### src/rtl/fetch_stage_pkg.sv
// Shared MIPS constants for the fetch stage, the instruction memory and the
// later pipeline stages.
// Contents:
//   INSTR_WIDTH      - instruction and address width
//   DEFAULT_RESET_PC - PC loaded at reset unless a stage overrides it
//   DEFAULT_NOP_WORD - instruction word used to fill bubbles
//   pc_sel_e         - next-PC source selection
//   word_align()     - clears the byte-offset bits of an address
package fetch_stage_pkg;

  localparam int INSTR_WIDTH = 32;

  localparam logic [INSTR_WIDTH-1:0] DEFAULT_RESET_PC = 32'h0000_0000;
  localparam logic [INSTR_WIDTH-1:0] DEFAULT_NOP_WORD = 32'h0000_0000;

  localparam logic [INSTR_WIDTH-1:0] PC_INCREMENT    = 32'd4;
  localparam logic [INSTR_WIDTH-1:0] WORD_ALIGN_MASK = 32'hFFFF_FFFC;

  typedef enum logic [1:0] {
    PC_SEL_INC,
    PC_SEL_HOLD,
    PC_SEL_BRANCH
  } pc_sel_e;

  // Misaligned targets are silently forced onto a word boundary.
  function automatic logic [INSTR_WIDTH-1:0] word_align(input logic [INSTR_WIDTH-1:0] addr);
    return addr & WORD_ALIGN_MASK;
  endfunction

endpackage

### src/rtl/fetch_stage_pc_register.sv
// Program counter register with its next-PC mux.
// Ports:
//   clk           - clock, rising edge
//   rst_n         - asynchronous active-low reset, loads RESET_PC
//   stall         - hold the PC
//   branch_taken  - redirect to branch_target (wins over stall)
//   branch_target - redirect byte address, word-aligned internally
//   pc            - current PC
//   pc_plus4      - pc + 4, modulo 2^32
module pc_register
  import fetch_stage_pkg::*;
#(
  parameter logic [INSTR_WIDTH-1:0] RESET_PC = DEFAULT_RESET_PC
) (
  input  logic                   clk,
  input  logic                   rst_n,
  input  logic                   stall,
  input  logic                   branch_taken,
  input  logic [INSTR_WIDTH-1:0] branch_target,
  output logic [INSTR_WIDTH-1:0] pc,
  output logic [INSTR_WIDTH-1:0] pc_plus4
);

  pc_sel_e pc_sel;

  // Wraps naturally at 32 bits: 32'hFFFFFFFC + 4 = 0.
  assign pc_plus4 = pc + PC_INCREMENT;

  // A redirect has priority over a stall so a branch resolved while the
  // front end is stalled is never lost.
  always_comb begin
    pc_sel = PC_SEL_INC;
    if (branch_taken) begin
      pc_sel = PC_SEL_BRANCH;
    end else if (stall) begin
      pc_sel = PC_SEL_HOLD;
    end
  end

  always_ff @(posedge clk or negedge rst_n) begin
    if (!rst_n) begin
      pc <= RESET_PC;
    end else begin
      case (pc_sel)
        PC_SEL_INC:    pc <= pc_plus4;
        PC_SEL_HOLD:   pc <= pc;
        PC_SEL_BRANCH: pc <= word_align(branch_target);
        default:       pc <= pc;
      endcase
    end
  end

endmodule

### src/rtl/fetch_stage.sv
// Instruction fetch stage: PC register plus the IF/ID pipeline register.
// The instruction memory sits beside this block at the top level and is
// reached through Address / Instruction.
// Ports:
//   clk, rst_n    - clock (rising edge), asynchronous active-low reset
//   Stall         - hold PC and IF/ID
//   BranchTaken   - redirect to BranchTarget and insert one bubble
//   BranchTarget  - redirect byte address
//   Address       - current PC, straight from the PC register
//   Instruction   - word returned combinationally by the memory
//   IFID_Instr    - registered fetched instruction
//   IFID_PCPlus4  - registered PC+4 of IFID_Instr
//   IFID_Valid    - IFID_Instr is a real instruction, not a bubble
module fetch_stage
  import fetch_stage_pkg::*;
#(
  parameter logic [INSTR_WIDTH-1:0] RESET_PC = DEFAULT_RESET_PC,
  parameter logic [INSTR_WIDTH-1:0] NOP_WORD = DEFAULT_NOP_WORD
) (
  input  logic                   clk,
  input  logic                   rst_n,
  input  logic                   Stall,
  input  logic                   BranchTaken,
  input  logic [INSTR_WIDTH-1:0] BranchTarget,
  output logic [INSTR_WIDTH-1:0] Address,
  input  logic [INSTR_WIDTH-1:0] Instruction,
  output logic [INSTR_WIDTH-1:0] IFID_Instr,
  output logic [INSTR_WIDTH-1:0] IFID_PCPlus4,
  output logic                   IFID_Valid
);

  logic [INSTR_WIDTH-1:0] pc;
  logic [INSTR_WIDTH-1:0] pc_plus4;

  pc_register #(
    .RESET_PC(RESET_PC)
  ) u_pc_register (
    .clk          (clk),
    .rst_n        (rst_n),
    .stall        (Stall),
    .branch_taken (BranchTaken),
    .branch_target(BranchTarget),
    .pc           (pc),
    .pc_plus4     (pc_plus4)
  );

  assign Address = pc;

  // IF/ID register. Instruction is only sampled on a normal advance, so an
  // undriven memory output during a stall or redirect never reaches IF/ID.
  always_ff @(posedge clk or negedge rst_n) begin
    if (!rst_n) begin
      IFID_Instr   <= NOP_WORD;
      IFID_PCPlus4 <= '0;
      IFID_Valid   <= 1'b0;
    end else if (BranchTaken) begin
      IFID_Instr   <= NOP_WORD;
      IFID_PCPlus4 <= '0;
      IFID_Valid   <= 1'b0;
    end else if (!Stall) begin
      IFID_Instr   <= Instruction;
      IFID_PCPlus4 <= pc_plus4;
      IFID_Valid   <= 1'b1;
    end
  end

endmodule

### config.mk
export PLATFORM = sky130hd
export DESIGN_NAME = fetch_stage
export DESIGN_NICKNAME = d
export VERILOG_FILES = /design/src/rtl/fetch_stage_pkg.sv /design/src/rtl/fetch_stage_pc_register.sv /design/src/rtl/fetch_stage.sv
export SDC_FILE = /design/constraint.sdc
export NUM_CORES = 1
export LEC_CHECK = 0
export ABC_AREA = 1
export BUFFER_PORTS_ARGS = -buffer_cell sky130_fd_sc_hd__buf_2
export CORE_ASPECT_RATIO = 1.2
export CORE_MARGIN = 5
export CORE_UTILIZATION = 45
export DETAILED_ROUTE_END_ITERATION = 16
export MAX_ROUTING_LAYER = met4
export PLACE_DENSITY = 0.77
export SLEW_MARGIN = 10
export SYNTH_ARGS = -nofsm -noshare
export SYNTH_HDL_FRONTEND = slang
export SYNTH_SLANG_ARGS = --single-unit
export TNS_END_PERCENT = 20
### constraint.sdc
create_clock -name clk -period 1.27 [get_ports clk]
set_input_delay 0.1905 -clock clk [delete_from_list [all_inputs] [get_ports clk]]
set_output_delay 0.1905 -clock clk [all_outputs]
set_load 0.005 [all_outputs]
Word-level counts from Yosys, hierarchy flattened
Index checks and enable logic that the tools add are counted.

Output and inout port bits: 97. Bits of input ports: 68. Register bits: 97. Logic and storage cells: 18.

Reduce and logical (&&, ||, !) cells: 2. Add/subtract/negate cells: 1. Equality and inequality tests: 2. Mux-type cells: 9.

Operator list (number): two-way mux 32 bit (4); case mux 32 bit (2 select lines) (1); adder 32 x 3 -> 32 bit (second input constant) (1); two-way mux 1 bit (3); == test 2 bit (second input constant) (1); logical NOT 2 bit (1); two-way mux 2 bit (1); != test 2 x 1 -> 1 bit (second input constant) (1); nonzero test 2 bit (1).

Logic depth before layout (Yosys ltp)
Gate-level depths: netlist of the first run.

Word-level depth: 4. Mapped depth: 9. Mapped depth without buffers: 9.

By module
From an unflattened synthesis of the first run, not the netlist that was laid out.

Cells, all modules: 645. Area, all modules: 5036.1 um^2.

Modules (own cells, without submodules): fetch_stage (times used 1, area each 2618.8 um^2, cells an instance 280, sequential area each 1626.6 um^2); pc_register (times used 1, area each 2417.3 um^2, cells an instance 365, sequential area each 750.7 um^2).

Worst setup path after synthesis of the first run
OpenSTA, ideal clock, no wires.

Kind: register to register. Start: reg u_pc_register.pc[3]. End: reg IFID_PCPlus4[26]. Period minus slack after synthesis: 1.385 ns. Cell stages (with the launch flop): 9. Setup slack: -0.115 ns. Arrival time: 1.266 ns. Setup time: 0.119 ns. Required time: 1.151 ns. Path buffers: 0. Cells stage by stage: dfrtp_1 ha_1 nand2_2 nor2_4 nand2_4 nor2_4 nand3_1 nand3_1 nand2_1.

Longest elaborated chain between the ends: 3.

RTL lines: from (decl) (RTL line fetch_stage_pc_register.sv:20) `output logic [INSTR_WIDTH-1:0] pc,`; from (signal assigned) (RTL line fetch_stage_pc_register.sv:45) `PC_SEL_INC: pc <= pc_plus4;`; from (signal assigned) (RTL line fetch_stage_pc_register.sv:46) `PC_SEL_HOLD: pc <= pc;`; from (signal assigned) (RTL line fetch_stage_pc_register.sv:47) `PC_SEL_BRANCH: pc <= word_align(branch_target);`; adder 32 x 3 -> 32 bit (RTL line fetch_stage_pc_register.sv:27) `assign pc_plus4 = pc + PC_INCREMENT;`; two-way mux 32 bit (RTL line fetch_stage.sv:60) `end else if (!Stall) begin`; two-way mux 32 bit (RTL line fetch_stage.sv:56) `end else if (BranchTaken) begin`; to (signal assigned) (RTL line fetch_stage.sv:62) `IFID_PCPlus4 <= pc_plus4;`; to (decl) (RTL line fetch_stage.sv:28) `output logic [INSTR_WIDTH-1:0] IFID_PCPlus4,`.

Every way passes these cells. The select of a mux whose other input is x is not followed. A chain may end at the register's enable or synchronous reset.

Worst setup path after layout of the first run
Start: reg u_pc_register.pc[2]. End: reg IFID_PCPlus4[30].

Same word-level chain as after synthesis.

==> results of run 1 <==
## cell usage after synthesis, types with 2 or more instances
master,number,area (um2)
a21oi_1,3,15.01
a22o_1,37,324.1
buf_1,5,18.77
buf_2,11,55.05
buf_4,4,30.03
clkbuf_1,2,7.510
dfrtp_1,94,2352
inv_1,49,183.9
inv_2,4,15.01
nand2_1,196,735.7
nand2_2,5,31.28
nand2_4,3,33.78
nand3_1,39,195.2
nor2_1,30,112.6
nor2_2,5,31.28
nor2_4,7,78.83
nor2_8,3,60.06
o211ai_1,2,15.01
o21ai_0,8,40.04
o21ai_1,11,55.05
xnor2_1,5,43.79
xor2_1,3,26.28
## logic make-up after synthesis
family                     count (synthesis)  synth area share [%]
and+or+nand+nor                          291                 28.73
DFF                                       94                 52.09
buffers and inverters                     76                 6.955
AOI/OAI and AO/OA                         61                 9.947
xor gates and xnor gates                   9                 1.912
adders and majority gates                  1                0.2770
other                                      1               0.08305
## sequential cells by signal, summed over array words and instances (netlist names)
| signal | cells |
|---|---|
| IFID_Instr | 32 |
| IFID_PCPlus4 | 31 |
| u_pc_register.pc | 30 |
| IFID_Valid | 1 |
## where the power goes
group          internal, mW  total (mW)  switching [mW]  leakage, nW
clock network          1.72        2.83            1.11        0.152
logic                 0.655        1.37           0.712         2.28
registers              3.22        3.39           0.171         1.22
total                  5.60        7.58            1.99         3.65
## through the flow
| step | instance area (um2) | worst slack [ns] |
|---|---|---|
| after CTS | 6226 | -0.1895 |
| after global placement | 5859 | -0.1478 |
| final | 6314 | -0.1968 |
| after floorplan | 4522 | -0.09777 |
| after detailed placement | 5859 | -0.1803 |
| after global routing | 6314 | -0.3043 |
## layer usage
metal  routed length [um]  vias up
li1                     -     2113
met1                 5428     2038
met2                 6777      131
met3                  844       15
met4                  214        0
met5                    0        -
## worst max-delay path: stages (launching register included)
cell	delay (ns)
dfrtp_1	0.41
ha_4	0.18
nand2_4	0.06
nor2_4	0.12
nand2_4	0.12
nor2_4	0.18
nand2_1	0.07
nand2_1	0.08
nand3_2	0.08
nand2_2	0.10
## worst max path at each step
| stage | start | endpoint | depth (start not counted) |
|---|---|---|---|
| floorplan | u_pc_register.pc[3] | IFID_PCPlus4[26] | 8 |
| global placement | u_pc_register.pc[19] | u_pc_register.pc[31] | 7 |
| detailed placement | u_pc_register.pc[2] | IFID_PCPlus4[26] | 8 |
| CTS | u_pc_register.pc[2] | u_pc_register.pc[12] | 8 |
| global route | u_pc_register.pc[2] | u_pc_register.pc[12] | 8 |
| finish | u_pc_register.pc[2] | IFID_PCPlus4[30] | 9 |
## layout make-up
cell class                 instances  area (um2)
timing repair buffer             225        1336
sequential                        94        2354
clock buffer                      10       229.0
clock inverter                     6       86.33
multi-input combinational        364        1948
tap                              126       157.7
inverter                          54       202.7
fill                             872        3596
## timing repair
| item | CTS | global route |
|---|---|---|
| pin swaps | 10 | 13 |
| hold endpoints to repair | 94 | 0 |
| setup endpoints to repair | 53 | 58 |
| gates resized for setup | 13 | 17 |
| buffers inserted | 0 | 3 |
| hold buffers | 1 | 0 |
==> impl_results.md, run 1 <==
- Outcome: finished with violations
- Failing checks: negative setup slack
- Synthesized cell area: 4516 um2
- Core Area: 9910 um2
- FF-to-FF path depth: 9
- CP arrival: 1.74 ns
- Critical path endpoint category: flip-flop
- Largest net degree at the start of global routing: 95
- Synthesis Warnings: 0
- Gr usage total: between 20% and 30%
- # H-tree levels: 3
- Worst hold slack: 0.06863 ns
- Worst-Skew Late Latency: 0.34 ns
- Initial Utilization: 45.57%
- Setup TNS: -6.424 ns
- Number of synthesized register bits: 94
- Area Growth Syn to Fin: 39.82%
- GR peak layer: met2
- Die area: 12150 um2
- Leak: 3.649 nW
- Synth async-reset ratio: between 90% and 100%
- Drt drc: 0
- Hold crit path type: in -> reg
- Grt met2 use: 38.13%
- Hold EP: u_pc_register.pc[8]
- Final min period: approximately 1.5 ns
- DR vias/cell: 4.889
- WS Path Type: reg -> reg
- Die width: 101.4 um
- CP Launch Type: flip-flop
- Initial antenna violation count: 0
- Grt met1 use: 28.14%
- Peak supply drop: roughly 0.66 mV
- Netlist cell types: 29
- Commonest non-fill, non-tap cell in the layout: nand2_1
- Syn avg cell area: 8.472 um2
- Iter 0 DRT Violations: 196
- Hold Startpoint: BranchTarget[8]
- Unrepaired setup endpoints after global routing: true
- Layout cells sized above 1: 38.65%
- Post-DP HPWL: 10.15 mm
- Post-route ant nets: 0
- Final Hold Viols: 0
- Total power: 7.585 mW
- Pins over their slew limit: 0
- Part of the cycle the worst path needs: 115.5%
- First-pass GRT wire length: 21.36 mm
- Number of global-route vias before repair: 4434
- Total gr overflow: 0
- Vias: approximately 4300
- Post-synthesis sequential area ratio: 52.09%
- Vert. Die Dim: 119.7 um
- GR Layer Usage met3: 4.884%
- Final setup viols: 54
- Placed cells: 859
- Number of CTS-inserted buffers: 9
- RePlAce Congestion: about 0.88
- FMAX: between 0.6 and 0.7 GHz
- Max capacitance violation total: 0
- Clock transition at path regs: 0.07 ns
- Setup ws final: -0.1968 ns
- Syn Inst Count: ~530
- Wire length per cell: 15.09 um
- Clock Tree Buf Depth: 2
- R2r startpoint: u_pc_register.pc[2]
- PwrDens: approximately 1200 nW/um2
- Final Skew: 0.008552 ns
- # clock sinks: 94
- Worst-path maximum fanout: 5
- Reg2reg setup slack: -0.20 ns
- Number of synthesized flops with an enable pin: 0
- DR pass1 iterations: 4
- Required time worst endpoint: 1.54 ns
- Synth Flop Type: dfrtp_1
- Ant. Diodes: 0
- Fin cells: 879
- Final core utilization: around 64%
- Hold Path Cell Cnt: 3
- Worst r2r dst: IFID_PCPlus4[30]
- CTS tree: yes
- Ports: roughly 170
- Final Routed Wirelength: 13.26 mm
- Clock Tree Root: clkbuf_16
- Count of input and output buffers: 160
- Nets: 817
- Cell Rows: 40
- Most frequent cells in the layout: nand2_1, buf_2, dfrtp_1
No activity file was read; power rests on OpenSTA's default activity.
==> run 2: changes to the inputs <==
--- a/config.mk
+++ b/config.mk
@@ -11,6 +11,7 @@
 export CORE_MARGIN = 5
 export CORE_UTILIZATION = 45
 export DETAILED_ROUTE_END_ITERATION = 16
+export GPL_TIMING_DRIVEN = 0
 export MAX_ROUTING_LAYER = met4
 export PLACE_DENSITY = 0.77
 export SLEW_MARGIN = 10
==> impl_results.md, run 2 (synthesis results as in run 1) <==
- Final min period: 1.551 ns (was 1.467 ns)
- Clock Tree Root: clkbuf_16 (unchanged)
- Biggest regs: IFID_Instr: 32 flops, IFID_PCPlus4: 31 flops, u_pc_register.pc: 30 flops (unchanged)
- Clk pwr share: 38.9% (was 37.3%)
- Post-route ant nets: 0 (unchanged)
- Iter 0 DRT Violations: 188 (was 196)
- Register Area: 2367 um2 (was 2354 um2)
- Largest net degree at the start of global routing: 66 (was 95)
- Layout cells sized above 1: 36.77% (was 38.65%)
- Worst-path maximum fanout: 5 (unchanged)
- DR vias/cell: 4.960 (was 4.889)
- Required time worst endpoint: 1.49 ns (was 1.54 ns)
- Vias: 4186 (was 4297)
- Largest Register: IFID_Instr (unchanged)
- Initial Utilization: 45.57% (unchanged)
- Outcome: finished with violations (unchanged)
- # clock sinks: 94 (unchanged)
- Comb power frac: 14.7% (was 18.0%)
- CTS tree: yes (unchanged)
- Worst slew pin tran: 0.5647 ns
- Clock Tree Buf Depth: 2 (unchanged)
- Pins over their slew limit: 0 (unchanged)
- Commonest non-fill, non-tap cell in the layout: nand2_1 (unchanged)
- WS Path Type: reg -> reg (unchanged)
- Worst-Skew Late Latency: 0.34 ns (about the same)
- Ports: 165 (unchanged)
- Wire length per cell: 15.76 um (was 15.09 um)
- Most frequent cells in the layout: nand2_1, buf_2, dfrtp_1 (unchanged)
- Seq pwr share: 46.4% (was 44.7%)
- FMAX: 0.6446 GHz (was 0.6817 GHz)
- Slew HR: 62.35%
- Hold crit path type: in -> reg (unchanged)
- Worst hold slack: 0.06292 ns (was 0.06863 ns)
- Number of global-route vias before repair: 4277 (was 4434)
- Total power: 7.471 mW (was 7.585 mW)
- Max capacitance violation total: 0 (unchanged)
- CP Launch Type: flip-flop (unchanged)
- Multi-input logic area: 1949 um2 (was 1948 um2)
- Unrepaired setup endpoints after global routing: true (unchanged)
- Fill count: 902 (was 872)
- Clock transition at path regs: 0.06 ns (was 0.07 ns)
- PwrDens: 1244 nW/um2 (was 1201 nW/um2)
- P_int: 5.489 mW (was 5.596 mW)
- Initial antenna violation count: 0 (unchanged)
- DP Area: 5505 um2 (was 5859 um2)
- Nets: 782 (was 817)
- Part of the cycle the worst path needs: 122.1% (was 115.5%)
- Area Growth Syn to Fin: 33.00% (was 39.82%)
- Die area: 12150 um2 (unchanged)
- Max reg flops: 32 (unchanged)
- Final Routed Wirelength: 13.30 mm (was 13.26 mm)
- Number of CTS-inserted buffers: 9 (unchanged)
- Final Hold Viols: 0 (unchanged)
- Count of input and output buffers: 159 (was 160)
- Total gr overflow: 0 (unchanged)
- DR pass1 iterations: 4 (unchanged)
- Gr usage total: 22.61% (was 22.98%)
- Final Skew: 0.005745 ns (was 0.008552 ns)
- Setup ws final: -0.2812 ns (was -0.1968 ns)
- # H-tree levels: 3 (unchanged)
- Die width: 101.4 um (unchanged)
- RePlAce Congestion: 0.8709 (was 0.8799)
- First-pass GRT wire length: 21.02 mm (was 21.36 mm)
- Reg2reg setup slack: -0.28 ns (was -0.20 ns)
- Ant. Diodes: 0 (unchanged)
- Switching power: 1.982 mW (was 1.989 mW)
- Vert. Die Dim: 119.7 um (unchanged)
- Final setup viols: 50 (was 54)
- Failing checks: negative setup slack (unchanged)
- Core Area: 9910 um2 (unchanged)
- Final Cell Area: 6006 um2 (was 6314 um2)
- Post-DP HPWL: 10.30 mm (was 10.15 mm)
- Switching share of total power: 26.53% (was 26.22%)
- Critical path endpoint category: flip-flop (unchanged)
- Leak: 3.413 nW (was 3.649 nW)
- Cell Rows: 40 (unchanged)
- Peak supply drop: 0.7095 mV (was 0.6586 mV)
- CP arrival: 1.77 ns (was 1.74 ns)
- Drt drc: 0 (unchanged)
## run 2: through the flow
step | std cells | setup WS [ns] | util [%] | TNS (ns)
floorplan | 534 | -0.09777 | - | -1.748
global placement | 819 | -0.8315 | 55.25 | -86.15
detailed placement | 820 | -0.2899 | 55.56 | -9.791
CTS | 841 | -0.2485 | 59.85 | -7.362
global route | 844 | -0.3462 | 60.61 | -13.94
finish | 844 | -0.2812 | 60.61 | -9.598
## run 2: worst max-delay path, cell delays in order (launching register included)
cell     delay, ns
dfrtp_1       0.39
ha_2          0.22
nand2_2       0.08
nor2_4        0.14
nand2_4       0.12
nor2_4        0.17
a21oi_1       0.08
o21ai_1       0.13
nand2_1       0.08
## run 2: power groups by stage
stage | Combinational [mW] | Clock (mW) | Sequential, mW
floorplan | 0.499 | 0 | 3.48
global placement | 1.02 | 0 | 3.49
detailed placement | 1.06 | 0 | 3.50
CTS | 1.09 | 2.95 | 3.46
global route | 1.23 | 3.08 | 3.49
finish | 1.10 | 2.91 | 3.47
## run 2: repair_timing
item	in CTS	in global routing
pin swaps	10	10
setup buffers	4	3
gates resized for setup	24	15
endpoints found under the hold margin	29	0
hold buffers	1	0
setup endpoints to repair	48	49
## run 2: path summary, 6_finish.rpt
check,start,to,cells after the start
hold / removal,BranchTarget[9],u_pc_register.pc[9],3
setup / recovery,u_pc_register.pc[3],IFID_PCPlus4[14],8
min in group asynchronous,rst_n,IFID_Instr[8],2
setup reg to reg,u_pc_register.pc[3],IFID_PCPlus4[14],8
max in group asynchronous,rst_n,u_pc_register.pc[6],3
hold reg to reg,IFID_PCPlus4[25],IFID_PCPlus4[25],2
## run 2: routing by layer
metal | GRT usage, % | wire, um | up-vias
met5 | - | 0 | -
met4 | 7.564 | 200 | 0
met3 | 3.721 | 796 | 20
met2 | 37.15 | 6693 | 124
met1 | 28.31 | 5613 | 2001
li1 | - | - | 2041
## run 2: cell type report
type                            count  share of cell area (%)
Clock buffer                       11                   4.042
Sequential cell                    94                   39.42
Tap cell                          126                   2.625
Timing Repair Buffer              168                   14.85
Clock inverter                      5                   1.375
Inverter                           54                   3.375
Multi-Input combinational cell    364                   32.46
Buffer                             22                   1.854
